[src/rtl/rob_ctrl.sv]
// Reorder-buffer sequencing controller: head/tail/occupancy tracking, one-hot enqueue
// steering, in-order dual retire and flush broadcast for DEPTH per-slot ROB entries.
module rob_ctrl #(
    parameter  int DEPTH = 32,
    localparam int IDX_W = $clog2(DEPTH)
) (
    input  logic             clock,
    input  logic             reset_n,
    input  logic             enq_valid,
    output logic             enq_ready,
    output logic [IDX_W:0]   enq_robidx,
    output logic [DEPTH-1:0] entry_enq,
    input  logic [DEPTH-1:0] entry_valid,
    input  logic [DEPTH-1:0] entry_deq,
    output logic [DEPTH-1:0] entry_commit,
    input  logic             flush,
    output logic             entry_flush,
    output logic [1:0]       commit_valid,
    output logic [IDX_W-1:0] commit_robidx0,
    output logic [IDX_W-1:0] commit_robidx1,
    output logic [IDX_W:0]   rob_count,
    output logic             rob_empty
);

    typedef enum logic {
        ST_RUN   = 1'b0,
        ST_FLUSH = 1'b1
    } state_t;

    localparam logic [IDX_W:0] DEPTH_C = (IDX_W+1)'(DEPTH);

    state_t           state_q, state_d;
    logic [IDX_W:0]   head_q, head_d;
    logic [IDX_W:0]   tail_q, tail_d;
    logic [IDX_W:0]   count_q, count_d;

    logic [IDX_W-1:0] head_idx, head_nxt_idx, tail_idx;
    logic             run, enq_fire, slot0, slot1;
    logic [1:0]       commit_num;
    logic [DEPTH-1:0] occ_mask;

    assign head_idx     = head_q[IDX_W-1:0];
    assign head_nxt_idx = head_idx + 1'b1;
    assign tail_idx     = tail_q[IDX_W-1:0];

    always_comb begin
        run       = (state_q == ST_RUN);
        enq_ready = run & (count_q < DEPTH_C) & ~flush;
        enq_fire  = enq_valid & enq_ready;

        entry_enq = '0;
        if (enq_fire) begin
            entry_enq[tail_idx] = 1'b1;
        end

        // Retire strictly in order: slot1 can only go when slot0 goes.
        slot0 = run & ~flush & (count_q >= (IDX_W+1)'(1)) & entry_deq[head_idx];
        slot1 = slot0 & (count_q >= (IDX_W+1)'(2)) & entry_deq[head_nxt_idx];

        entry_commit = '0;
        if (slot0) begin
            entry_commit[head_idx] = 1'b1;
        end
        if (slot1) begin
            entry_commit[head_nxt_idx] = 1'b1;
        end

        commit_num     = {1'b0, slot0} + {1'b0, slot1};
        commit_valid   = {slot1, slot0};
        commit_robidx0 = slot0 ? head_idx : '0;
        commit_robidx1 = slot1 ? head_nxt_idx : '0;

        enq_robidx  = tail_q;
        entry_flush = flush;
        rob_count   = count_q;
        rob_empty   = (count_q == '0);
    end

    always_comb begin
        state_d = state_q;
        head_d  = head_q;
        tail_d  = tail_q;
        count_d = count_q;
        if (flush) begin
            state_d = ST_FLUSH;
            head_d  = '0;
            tail_d  = '0;
            count_d = '0;
        end else if (state_q == ST_FLUSH) begin
            state_d = ST_RUN;
        end else begin
            tail_d  = tail_q + (IDX_W+1)'(enq_fire);
            head_d  = head_q + (IDX_W+1)'(commit_num);
            count_d = count_q + (IDX_W+1)'(enq_fire) - (IDX_W+1)'(commit_num);
        end
    end

    always_ff @(posedge clock or negedge reset_n) begin
        if (!reset_n) begin
            state_q <= ST_RUN;
            head_q  <= '0;
            tail_q  <= '0;
            count_q <= '0;
        end else begin
            state_q <= state_d;
            head_q  <= head_d;
            tail_q  <= tail_d;
            count_q <= count_d;
        end
    end

    // Slot i is live when its distance past head is below the occupancy; covers the full case.
    always_comb begin
        occ_mask = '0;
        for (int i = 0; i < DEPTH; i++) begin
            occ_mask[i] = {1'b0, IDX_W'(i) - head_idx} < count_q;
        end
    end

    a_entry_valid: assert property (@(posedge clock) disable iff (!reset_n)
        entry_valid == occ_mask);
    a_count_ptr: assert property (@(posedge clock) disable iff (!reset_n)
        count_q == (tail_q - head_q));

endmodule

[config.mk]
export PLATFORM = sky130hd
export DESIGN_NAME = rob_ctrl
export DESIGN_NICKNAME = d
export VERILOG_FILES = /design/src/rtl/rob_ctrl.sv
export SDC_FILE = /design/constraint.sdc
export NUM_CORES = 1
export LEC_CHECK = 0
export BUFFER_PORTS_ARGS = -buffer_cell sky130_fd_sc_hd__buf_2
export CAP_MARGIN = 20
export CORE_ASPECT_RATIO = 2
export CORE_MARGIN = 2
export CORE_UTILIZATION = 36
export CTS_CLUSTER_DIAMETER = 80
export DETAILED_ROUTE_END_ITERATION = 8
export GPL_TIMING_DRIVEN = 0
export PLACE_DENSITY_LB_ADDON = 0.2
export SKIP_LAST_GASP = 1
export SYNTH_ARGS = -nofsm -noshare
export SYNTH_HDL_FRONTEND = slang
export SYNTH_SLANG_ARGS = --single-unit
[constraint.sdc]
create_clock -name clock -period 4.7 [get_ports clock]
set_input_delay 0.705 -clock clock [delete_from_list [all_inputs] [get_ports clock]]
set_output_delay 0.705 -clock clock [all_outputs]
set_load 0.05 [all_outputs]
==> results.md <==
Run status:
- The run finished with clean final reports.

Place:
- Before CTS, the worst setup slack after placement is -366 ps.
- The quantity of I/O buffers inserted on ports is 126.
- The placed instances occupy a cell area of 3700 µm².
- The placer's final routability congestion estimate is roughly 0.91.
- The number of placed instances, taps included, is just under 600.
- The HPWL reported at the end of detailed placement is 8290 µm.

Die:
- The standard cell core area is 7940 µm².
- Measured along the y axis, the die boundary spans approximately 130 µm.
- The floorplan step defined a die boundary enclosing between 8000 and 9000 µm².
- The number of cell rows is 46.
- The floorplan die width is between 60 and 70 µm.
- The starting density of the core is 0.372.
- The I/O pin count is approximately 160.

Global routing:
- The all-layer global routing usage is 0.226.
- The initial antenna violation count is 1.
- Entering global routing, the biggest net connects 19 pins.
- The first global-routing pass estimated about 16000 µm of wire.
- The via count of the first global-routing pass is 3270.
- The total grt overflow is 0.

Setup path:
- The endpoint required time on the critical path is just under 5000 ps.
- The worst setup path is of the register to register kind.
- Setup slack on the worst reg-to-reg path comes out at ~240 ps.
- Tracing the worst setup path back leads to its startpoint at head_q[1].
- The worst reg2reg path startpoint is head_q[1].
- The largest fanout on the critical path is 10.
- The startpoint kind of the worst setup timing path is a register.
- In this run the critical register-to-register path is captured at rob_count[4].
- The end point of the critical path is rob_count[4].
- The worst setup path is captured at a register.
- The arrival time of data at the critical path endpoint is 4610 ps.
- The worst reg2reg path depth is 22.

Hold path:
- The worst hold-check path type is primary input to async pin.

Layout:
- The total non-filler cell area in the finished layout is just under 4000 µm².
- In the final layout, the share of cells above drive strength 1 is 0.366.
- The final layout contains 602 nets.
- The count of placed standard cells in the final layout, fillers left out is 603.
- The growth of design area from synthesis to finish is 30.6%.

Detailed routing:
- The mean number of vias per cell is around 5.5.
- Summed over all layers, the routed wires come to a little over 10000 µm.
- The per-cell routed wire length is roughly 17 µm.
- The residual antenna-violating net count after detailed routing is 0.
- The initial detailed-routing violation count is between 150 and 200.
- The detailed-router iteration count before antenna repair is 4.
- In the routed design, unresolved DRC markers number 0.
- The via count is around 3300.

Logic synthesis:
- The area of the mapped netlist is 2950 µm².
- Among all cell types in the netlist, the one instantiated most often is sky130_fd_sc_hd__nor2_1.
- After synthesis the netlist holds a flip-flop and latch count of 18.
- The share of synthesized area occupied by flip-flops and latches is 0.153.
- Ranked by total cell area, the synthesized netlist is headed by sky130_fd_sc_hd__dfrtp_1, sky130_fd_sc_hd__nor2_1, sky130_fd_sc_hd__ha_1.
- The area share of the largest cell type after synthesis is 0.153.
- Dividing the synthesized area by the synthesized cell count gives 7.91 µm².
- The count of flip-flops with a built-in enable after synthesis is 0.
- Yosys mapped the design onto 50 distinct sky130hd cell types.
- The number of instances in the synthesized netlist is approximately 370.
- After synthesis, the most frequently instantiated cells are sky130_fd_sc_hd__nor2_1, sky130_fd_sc_hd__nand3_1, sky130_fd_sc_hd__ha_1.
- The top flip-flop cell by instance count after synthesis is sky130_fd_sc_hd__dfrtp_1.
- The share of flip-flops with an asynchronous set or reset is 1.00.
- The synthesized net count is 467.
- The number of synthesis warnings is 0.
- The dominant cell type by area after synthesis is sky130_fd_sc_hd__dfrtp_1.

Clock tree:
- The cell at the root of the clock tree is sky130_fd_sc_hd__clkbuf_16.
- The clock passes through at most 2 buffers.
- After clock tree synthesis, the flow added hold-fix buffers numbering 0.
- The TritonCTS buffer count is 3.
- After clock tree synthesis, the clock-pin slew on the worst setup and hold paths is 50 ps.
- The H-tree depth reported by CTS is 1.
- TritonCTS built the clock tree.
- The tree built by TritonCTS fans out to 18 sinks.
- The clock insertion delay at the later pin of the skew report is about 250 ps.

Timing:
- The final setup TNS is 0 ps.
- The number of max-slew violations in the final report was 0.
- The final number of hold-violating endpoints is 0.
- Based on the critical path, the design can be clocked at up to between 200 and 250 MHz.
- The final critical-path required period is 4460 ps.
- The setup violation total in the final timing report is 0.
- The pin slew with the least headroom to its limit is 920 ps.
- The final worst clock skew is ~1.5 ps.
- Once routing completed, OpenROAD measured the worst setup slack at roughly 240 ps.
- Across all hold checks on the routed design, the worst slack comes to slightly below 400 ps.
- The worst pin sits at a relative slew slack of 0.387.
- The final clock period utilization by the worst path is 0.950.

Power and ir drop:
- The largest voltage drop on the vdd net is approximately 180 µV.
- In this run the static leakage power is roughly 0.0018 µW.
- Power spread over the standard cell area amounts to between 150 and 200 nW/µm².

Run:
- The count of maximum capacitance violations is 0.
==> worst max-delay path: stages, from the launching register on <==
cell                       delay, ps
sky130_fd_sc_hd__dfrtp_2         360
sky130_fd_sc_hd__buf_6           160
sky130_fd_sc_hd__buf_6           160
sky130_fd_sc_hd__inv_1           110
sky130_fd_sc_hd__ha_1            290
sky130_fd_sc_hd__buf_4           140
sky130_fd_sc_hd__buf_8           160
sky130_fd_sc_hd__mux4_2          550
sky130_fd_sc_hd__mux2i_4         200
sky130_fd_sc_hd__a22oi_2         150
sky130_fd_sc_hd__nand4b_4        140
sky130_fd_sc_hd__nor2_2           60
sky130_fd_sc_hd__ha_1            330
sky130_fd_sc_hd__ha_1            280
sky130_fd_sc_hd__inv_1            40
sky130_fd_sc_hd__ha_1            200
sky130_fd_sc_hd__fa_2            360
sky130_fd_sc_hd__a21oi_1         130
sky130_fd_sc_hd__nor2_1           50
sky130_fd_sc_hd__nor2_1          100
sky130_fd_sc_hd__xnor2_1         130
sky130_fd_sc_hd__nor2_1           50
sky130_fd_sc_hd__a211oi_1        210
==> layout make-up <==
type | count | area (µm²)
clock buffer | 3 | 75.1
multi-input combinational | 303 | 2260
buffer | 37 | 220
tap | 96 | 120
fill | 800 | 4090
sequential | 18 | 453
antenna | 1 | 2.50
inverter | 15 | 61.3
timing repair buffer | 130 | 661
==> power breakdown <==
part	switching, µW	internal (µW)	total [µW]	leakage (µW)
clock	53.7	112	166	0.0000370
combinational	256	138	393	0.00155
sequential	13.1	166	179	0.000241
==> cell usage in the layout (no fill, tap or decap), drive strengths merged, types with 4 or more instances in the layout <==
cell type,n
buf,157
nor2,84
nand3,30
ha,24
mux2i,22
a32oi,18
dfrtp,18
a21oi,15
inv,13
nor2b,13
clkbuf,13
nand2,12
mux4,11
nor3,11
xnor2,9
a22oi,8
xor2,6
and2,5
nand2b,5
a211oi,4
==> through the flow <==
stage          power (µW)   util
3_5_place_dp          557  0.466
2_1_floorplan         455      -
6_report              738  0.485
5_1_grt               784  0.485
3_3_place_gp          551  0.466
4_1_cts               737  0.480
==> logic make-up after synthesis <==
| family | share of synthesized area |
|---|---|
| xor gates and xnor gates | 0.0509 |
| adders and majority gates | 0.115 |
| buffers and inverters | 0.0924 |
| AOI/OAI and AO/OA | 0.154 |
| and+or+nand+nor | 0.275 |
| muxes | 0.160 |
| DFF | 0.153 |
==> what timing repair did <==
| item | CTS | global route |
|---|---|---|
| pin swaps | 0 | 2 |
| gates cloned | 0 | 0 |
| resized for setup | 9 | 4 |
| endpoints found under the setup margin | 4 | 3 |
| setup buffers | 2 | 2 |
==> worst min path at each step <==
stage / start / endpoint / slack [ps] / cells after the start
detailed placement: enq_robidx[5] / enq_robidx[5] / 530 / 2
global route: reset_n / enq_robidx[2] / 430 / 1
floorplan: reset_n / enq_robidx[0] / 410 / 0
CTS: reset_n / enq_robidx[2] / 410 / 1
finish: reset_n / enq_robidx[2] / 390 / 1
global placement: enq_robidx[5] / enq_robidx[5] / 520 / 2
==> state kept, by name, indices dropped and copies added (netlist names) <==
name        count
state_q         1
rob_count       6
head_q          5
enq_robidx      6
==> routing by layer <==
metal,vias to the layer above,GRT usage,wire (µm)
met2,139,0.440,5910
li1,1588,-,-
met5,-,0,0
met3,24,0.0205,482
met1,1556,0.220,3500
met4,0,0.104,316
(Power assumes the default switching activity.)
